<file path="config.mk">
export PLATFORM = sky130hd
export DESIGN_NAME = fire3_squeeze_bias_relu
export DESIGN_NICKNAME = d
export VERILOG_FILES = /design/src/rtl/fire3_squeeze_pkg.sv /design/src/rtl/fire_requant_relu.sv /design/src/rtl/fire3_squeeze_bias_relu.sv
export SDC_FILE = /design/constraint.sdc
export NUM_CORES = 1
export LEC_CHECK = 0
export BUFFER_PORTS_ARGS = -buffer_cell sky130_fd_sc_hd__buf_2
export CELL_PAD_IN_SITES_DETAIL_PLACEMENT = 0
export CELL_PAD_IN_SITES_GLOBAL_PLACEMENT = 1
export CORE_AREA = 2 2 232 234
export CTS_CLUSTER_DIAMETER = 120
export DETAILED_ROUTE_END_ITERATION = 6
export DIE_AREA = 0 0 234 236
export GPL_TIMING_DRIVEN = 0
export PLACE_DENSITY = 0.55
export SLEW_MARGIN = 25
export SYNTH_ARGS = -nofsm -noshare
export SYNTH_HDL_FRONTEND = slang
export SYNTH_SLANG_ARGS = --single-unit
</file>
<file path="constraint.sdc">
create_clock -name clk -period 5.7 [get_ports clk]
set_input_delay 1.425 -clock clk [delete_from_list [all_inputs] [get_ports clk]]
set_output_delay 1.425 -clock clk [all_outputs]
set_load 0.02 [all_outputs]
</file>
<file path="src/rtl/fire3_squeeze_pkg.sv">
// Shared constants and types for the fire3 squeeze post-accumulation stage.
package fire3_squeeze_pkg;

  localparam int NUM_CH     = 16;    // channels per pixel, equals bias bank depth
  localparam int ACC_W      = 32;    // signed accumulator / bias width
  localparam int OUT_W      = 16;    // signed output width
  localparam int FRAC_SHIFT = 8;     // right shift applied after the bias add
  localparam int NUM_PIX    = 3025;  // pixels per frame (55x55)

  localparam int CH_W  = $clog2(NUM_CH);
  localparam int SUM_W = ACC_W + 1;  // bias add widened by one bit so it never overflows

  typedef logic [CH_W-1:0]          ch_idx_t;
  typedef logic signed [ACC_W-1:0]  acc_t;
  typedef acc_t [NUM_CH-1:0]        bias_bank_t;
  typedef logic [OUT_W-1:0]         out_t;

endpackage

</file>
<file path="src/rtl/fire_requant_relu.sv">
// Combinational ReLU + requantizer: clamps negative sums to zero, shifts right
// by FRAC_SHIFT and saturates to the largest positive OUT_W-bit value.
// Shared by the fire stages; o_sat marks a clamped-high result.
module fire_requant_relu #(
  parameter int SUM_W      = 33,
  parameter int OUT_W      = 16,
  parameter int FRAC_SHIFT = 8
) (
  input  logic signed [SUM_W-1:0] i_sum,
  output logic        [OUT_W-1:0] o_value,
  output logic                    o_sat
);

  localparam logic [OUT_W-1:0] MAX_VAL = {1'b0, {(OUT_W-1){1'b1}}};

  logic signed [SUM_W-1:0] w_shift;

  assign w_shift = i_sum >>> FRAC_SHIFT;

  // ReLU first, then saturate anything that does not fit the positive output range.
  always_comb begin
    // NOTE: outputs get defaults first so every path assigns them and no latch is inferred.
    o_value = '0;
    o_sat   = 1'b0;
    if (i_sum[SUM_W-1]) begin
      o_value = '0;
    end else if (|w_shift[SUM_W-1:OUT_W-1]) begin
      o_value = MAX_VAL;
      o_sat   = 1'b1;
    end else begin
      o_value = w_shift[OUT_W-1:0];
    end
  end

endmodule

</file>
<file path="src/rtl/fire3_squeeze_bias_relu.sv">
// fire3 squeeze post-accumulation stage: bias add, ReLU, requantize to 16 bits,
// valid/ready output with channel tag, last-channel flag and end-of-frame pulse.
// Two register stages (S1: biased sum, S2: requantized result), 1 beat/cycle.
// Optional macro FIRE3_SQUEEZE_SAT_STATS_EN enables the saturated-beat counter
// on sat_count; without it sat_count is tied to zero.
module fire3_squeeze_bias_relu #(
  parameter int NUM_PIX = fire3_squeeze_pkg::NUM_PIX
) (
  input  logic                                 clk,
  input  logic                                 rst,
  input  fire3_squeeze_pkg::bias_bank_t        bias_mem,
  input  logic                                 frame_start,
  input  logic [fire3_squeeze_pkg::ACC_W-1:0]  acc_data,
  input  logic                                 acc_valid,
  output logic                                 acc_ready,
  output logic [fire3_squeeze_pkg::OUT_W-1:0]  out_data,
  output fire3_squeeze_pkg::ch_idx_t           out_ch,
  output logic                                 out_last,
  output logic                                 out_valid,
  input  logic                                 out_ready,
  output logic                                 frame_done,
  output logic [15:0]                          sat_count
);

  import fire3_squeeze_pkg::*;

  localparam int               PIX_W    = (NUM_PIX > 1) ? $clog2(NUM_PIX) : 1;
  localparam logic [PIX_W-1:0] LAST_PIX = PIX_W'(NUM_PIX - 1);
  localparam ch_idx_t          LAST_CH  = ch_idx_t'(NUM_CH - 1);

  // Input-side position
  logic             r_rdy_en;
  ch_idx_t          r_ch_cnt;
  logic [PIX_W-1:0] r_pix_cnt;
  ch_idx_t          w_ch_eff;
  logic [PIX_W-1:0] w_pix_eff;
  logic             w_accept;

  // Pipeline
  logic                    r_s1_valid;
  logic signed [SUM_W-1:0] r_s1_sum;
  ch_idx_t                 r_s1_ch;
  logic                    r_s2_valid;
  out_t                    r_s2_data;
  ch_idx_t                 r_s2_ch;
  logic                    r_s2_last;
  logic                    w_s1_adv;
  logic                    w_out_hs;
  acc_t                    w_bias;
  logic signed [SUM_W-1:0] w_sum;
  out_t                    w_rq_value;
  logic                    w_rq_sat;

  // Output-side position
  logic [PIX_W-1:0] r_out_pix_cnt;
  logic             r_frame_done;

  // A frame_start in the same cycle as an accept tags that beat as channel 0 / pixel 0.
  assign w_ch_eff  = frame_start ? '0 : r_ch_cnt;
  assign w_pix_eff = frame_start ? '0 : r_pix_cnt;

  assign w_s1_adv  = !r_s2_valid || out_ready;
  assign acc_ready = r_rdy_en && (!r_s1_valid || w_s1_adv);
  assign w_accept  = acc_valid && acc_ready;
  assign w_out_hs  = r_s2_valid && out_ready;

  assign w_bias = bias_mem[w_ch_eff];
  assign w_sum  = $signed({acc_data[ACC_W-1], acc_data}) + $signed({w_bias[ACC_W-1], w_bias});

  fire_requant_relu #(
    .SUM_W      (SUM_W),
    .OUT_W      (OUT_W),
    .FRAC_SHIFT (FRAC_SHIFT)
  ) u_requant (
    .i_sum   (r_s1_sum),
    .o_value (w_rq_value),
    .o_sat   (w_rq_sat)
  );

  // Hold off input acceptance until the first cycle after reset is released.
  always_ff @(posedge clk or posedge rst) begin
    if (rst) r_rdy_en <= 1'b0;
    // NOTE: sequential state uses non-blocking assignments so all registers update together at the edge.
    else     r_rdy_en <= 1'b1;
  end

  // Channel / pixel counters on the input side; wrap at the end of a pixel and of a frame.
  always_ff @(posedge clk or posedge rst) begin
    if (rst) begin
      r_ch_cnt  <= '0;
      r_pix_cnt <= '0;
    end else if (w_accept) begin
      if (w_ch_eff == LAST_CH) begin
        r_ch_cnt  <= '0;
        r_pix_cnt <= (w_pix_eff == LAST_PIX) ? '0 : w_pix_eff + 1'b1;
      end else begin
        r_ch_cnt  <= w_ch_eff + 1'b1;
        r_pix_cnt <= w_pix_eff;
      end
    end else begin
      r_ch_cnt  <= w_ch_eff;
      r_pix_cnt <= w_pix_eff;
    end
  end

  // S1: register the biased sum and its channel tag.
  always_ff @(posedge clk or posedge rst) begin
    if (rst) begin
      r_s1_valid <= 1'b0;
      r_s1_sum   <= '0;
      r_s1_ch    <= '0;
    end else if (w_accept) begin
      r_s1_valid <= 1'b1;
      r_s1_sum   <= w_sum;
      r_s1_ch    <= w_ch_eff;
    end else if (w_s1_adv) begin
      r_s1_valid <= 1'b0;
    end
  end

  // S2: register the requantized result; holds while the downstream stalls.
  always_ff @(posedge clk or posedge rst) begin
    if (rst) begin
      r_s2_valid <= 1'b0;
      r_s2_data  <= '0;
      r_s2_ch    <= '0;
      r_s2_last  <= 1'b0;
    end else if (w_s1_adv) begin
      r_s2_valid <= r_s1_valid;
      if (r_s1_valid) begin
        r_s2_data <= w_rq_value;
        r_s2_ch   <= r_s1_ch;
        r_s2_last <= (r_s1_ch == LAST_CH);
      end
    end
  end

  // Output-side pixel counter and the end-of-frame pulse after the final beat is taken.
  always_ff @(posedge clk or posedge rst) begin
    if (rst) begin
      r_out_pix_cnt <= '0;
      r_frame_done  <= 1'b0;
    end else begin
      r_frame_done <= w_out_hs && r_s2_last && (r_out_pix_cnt == LAST_PIX);
      if (frame_start) begin
        r_out_pix_cnt <= '0;
      end else if (w_out_hs && r_s2_last) begin
        r_out_pix_cnt <= (r_out_pix_cnt == LAST_PIX) ? '0 : r_out_pix_cnt + 1'b1;
      end
    end
  end

  assign out_valid  = r_s2_valid;
  assign out_data   = r_s2_data;
  assign out_ch     = r_s2_ch;
  assign out_last   = r_s2_last;
  assign frame_done = r_frame_done;

`ifdef FIRE3_SQUEEZE_SAT_STATS_EN
  logic        r_s2_sat;
  logic [15:0] r_sat_count;
  logic        w_unused_pix;

  // Carry the saturation flag alongside the S2 data.
  always_ff @(posedge clk or posedge rst) begin
    if (rst)                         r_s2_sat <= 1'b0;
    else if (w_s1_adv && r_s1_valid) r_s2_sat <= w_rq_sat;
  end

  // Count saturated beats as they leave; sticks at all-ones, cleared by frame_start.
  always_ff @(posedge clk or posedge rst) begin
    if (rst)                                       r_sat_count <= '0;
    else if (frame_start)                          r_sat_count <= '0;
    else if (w_out_hs && r_s2_sat && (r_sat_count != 16'hFFFF))
                                                   r_sat_count <= r_sat_count + 16'd1;
  end

  assign sat_count    = r_sat_count;
  // The input pixel position is tracked for frame wrap only; it has no output of its own.
  assign w_unused_pix = ^r_pix_cnt;
`else
  logic w_unused_pix;

  assign sat_count    = '0;
  // Without statistics the saturation flag and input pixel position have no consumer.
  assign w_unused_pix = ^{r_pix_cnt, w_rq_sat};
`endif

endmodule
</file>
==> summary.txt <==
run status: finished clean
clk sink count: 70
hold slack: 470.0 ps
fin. max-slew vios: 0
area leader, netlist: dfrtp_1
CP required: 5970 ps
GRT Overall Usage: 21.68%
clock slew at reported path FFs: 60 ps
crit start category: input port
most frequent cells in the layout: buf_2, nand2_1, mux2i_1, a211oi_1, a31oi_1
clock root buffer: clkbuf_16
Worst-Margin Slew: 904.2 ps
final setup violation count: 0
sequential element share of the synthesized area: 19.73%
Routed Antenna Nets: 0
Core Util, Final: 25.30%
Layout area overhead: 51.25%
initial antenna violation count: 16
Synth Instances: 1182
clk_lat worst skew: 340 ps
Post-Route WL: 62.01 mm
Setup Skew: 6.965 ps
vias per inst: 4.717
Worst Hold Class: register to register
Cell Pwr Density: 197.2 nW/µm²
Leak: 6.091 nW
num rows: 85
leading cell type in the layout, fill and taps excluded: buf_2
Slew headroom: 39.72%
register area: 1752 µm²
hold buffers post-CTS: 0
Die Y-Extent: 236 µm
NumNets Final: 2365
min cycle time layout: 5639 ps
#FFs+latches synth: 70
critical path capture point type: register
ys flop type: dfrtp_1
Core ar.: 53070 µm²
hpwl dp: 53.59 mm
FF-to-FF path depth: 19
Cells on Worst Hold Path: 2
WL per Instance: 24.91 µm
multi-input logic area: 6814 µm²
pre-CTS setup slack: -1863 ps
Initial Util: 16.73%
number of warnings issued by yosys: 0
drt first pass iters: 5
gr ovfl total: 0
clk buf depth: 2
Max Clock Freq: 0.1773 GHz
via count of the routed design: 11.74k
I/O pins: 589
EDFF count, synth: 0
Data arrival, critical path: 5910 ps
Fillers: 6065
Final Cycle Share: 98.94%
number of remaining DRC errors: 0
asr flop ratio synth: 100.0%
H-tree depth: 3
RD Place Congestion: 0.9034
CTS tree: done
top post-synthesis cells by area: dfrtp_1, mux2i_1, a211oi_1, nand2_1, a31oi_1
largest net degree at the start of global routing: 49
VDD IR-drop max: 0.1515 mV
max-cap violations: 0
Max FO, Critical Path: 10
syn_area_per_cell: 7.510 µm²
share of layout cells above drive strength 1: 40.15%
post-synth top area share: 19.73%
input/output buffers: 572
setup ws final: 60.62 ps
CTS Buf Count: 9
Final Hold Fails: 0
Die ar.: 55220 µm²
first-pass GRT wire length: 85.86 mm
Netlist cell types: 63
critical path class: input port to register
Die Span X: 234 µm
vias in the first global route: 12.20k
mapped cell area: 8877 µm²
initial DRC count: 582
[cell type report]
| type | count | area share, % |
|---|---|---|
| Clock inverter | 6 | 0.6523 |
| Tap cell | 696 | 6.486 |
| Multi-Input combinational cell | 982 | 50.75 |
| Timing Repair Buffer | 575 | 21.64 |
| Antenna cell | 7 | 0.1305 |
| Clock buffer | 9 | 1.677 |
| Sequential cell | 70 | 13.05 |
| Buffer | 128 | 5.153 |
| Inverter | 16 | 0.4659 |
[cells by family after synthesis]
group / share of synthesized area [%]
multiplexers: 11.92
other: 0.08460
buffers and inverters: 6.934
AND/OR/NAND/NOR: 21.83
adder cells (fa/ha/maj): 4.792
XOR/XNOR: 2.960
flip-flops: 19.73
AO/OA/AOI/OAI: 31.74
[where the power goes]
part	internal (mW)	leakage (nW)	switching, mW
registers	0.598	0.897	0.0569
clock network	0.380	0.155	0.217
logic	0.565	5.04	0.831
total	1.54	6.09	1.11
[Yosys cell counts (all sizes together) (4+ instances only)]
cell,number
mux2i,99
and3,8
ha,34
or2,4
nor3,8
o2111ai,4
nor2,44
o31ai,17
xnor2,18
a211oi,96
dfrtp,70
o22ai,62
nand3,12
a21oi,24
nand2b,8
a21o,12
o21ai,36
inv,16
nor2b,65
o21bai,4
mux2,6
nor3b,36
nand4,4
clkbuf,92
a31oi,94
xor2,12
or3,4
buf,37
nand2,191
a221o,31
[per-stage QoR]
step | power (mW) | area [µm²] | setup TNS [ps] | cells
floorplan | 1.420 | 8934 | 0 | 1197
global placement | 2.002 | 12670 | -39160 | 2465
detailed placement | 2.014 | 12700 | -40720 | 2466
CTS | 2.644 | 13220 | 0 | 2480
global route | 2.824 | 13420 | -10.32 | 2487
finish | 2.648 | 13430 | 0 | 2489
[worst paths after layout]
path | from | to | slack [ps]
worst min-delay path | r_s1_sum[24] | r_s1_sum[24] | 470
worst max-delay path | frame_start | r_s1_sum[29] | 60
min in group asynchronous | rst | out_data[7] | 1050
worst min register to register | r_s1_sum[24] | r_s1_sum[24] | 470
worst max register to register | r_ch_cnt[0] | r_s1_sum[29] | 140
max in group asynchronous | rst | r_out_pix_cnt[4] | 4090
[sequential cells by signal, summed over array words and instances, names as in the netlist]
| name | flops |
|---|---|
| out_valid | 1 |
| r_s1_ch | 4 |
| r_ch_cnt | 4 |
| frame_done | 1 |
| r_rdy_en | 1 |
| r_s1_sum | 25 |
| out_data | 16 |
| out_ch | 4 |
| r_out_pix_cnt | 12 |
| out_last | 1 |
| r_s1_valid | 1 |
[critical path: stages]
cell	delay (ps)
buf_2	120
clkbuf_4	230
nand2b_2	240
inv_2	130
buf_8	200
buf_6	180
nand2_1	80
a31oi_2	290
o22ai_2	210
a31oi_4	270
ha_1	310
a21o_1	180
a21oi_1	200
o21ai_1	120
or4_1	450
a32oi_2	250
o311ai_4	180
nand2_2	170
o211ai_2	130
or4_1	420
nand3_1	90
[repair_timing]
item	in CTS	in global routing
pin swaps	0	4
gates resized for setup	67	82
endpoints found under the setup margin	25	16
buffers inserted	0	2
[per-layer routing]
| metal | routed length, µm | track usage (%) | up-vias | share of wire (%) |
|---|---|---|---|---|
| met1 | 26390 | 27.31 | 5627 | 43 |
| met2 | 31790 | 39.76 | 431 | 51 |
| met4 | 514 | 2.532 | 8 | 0.83 |
| met3 | 3268 | 2.998 | 38 | 5.3 |
| met5 | 51 | 0 | - | 0.082 |
| li1 | - | - | 5637 | - |
No activity file was read; power rests on OpenSTA's default activity.
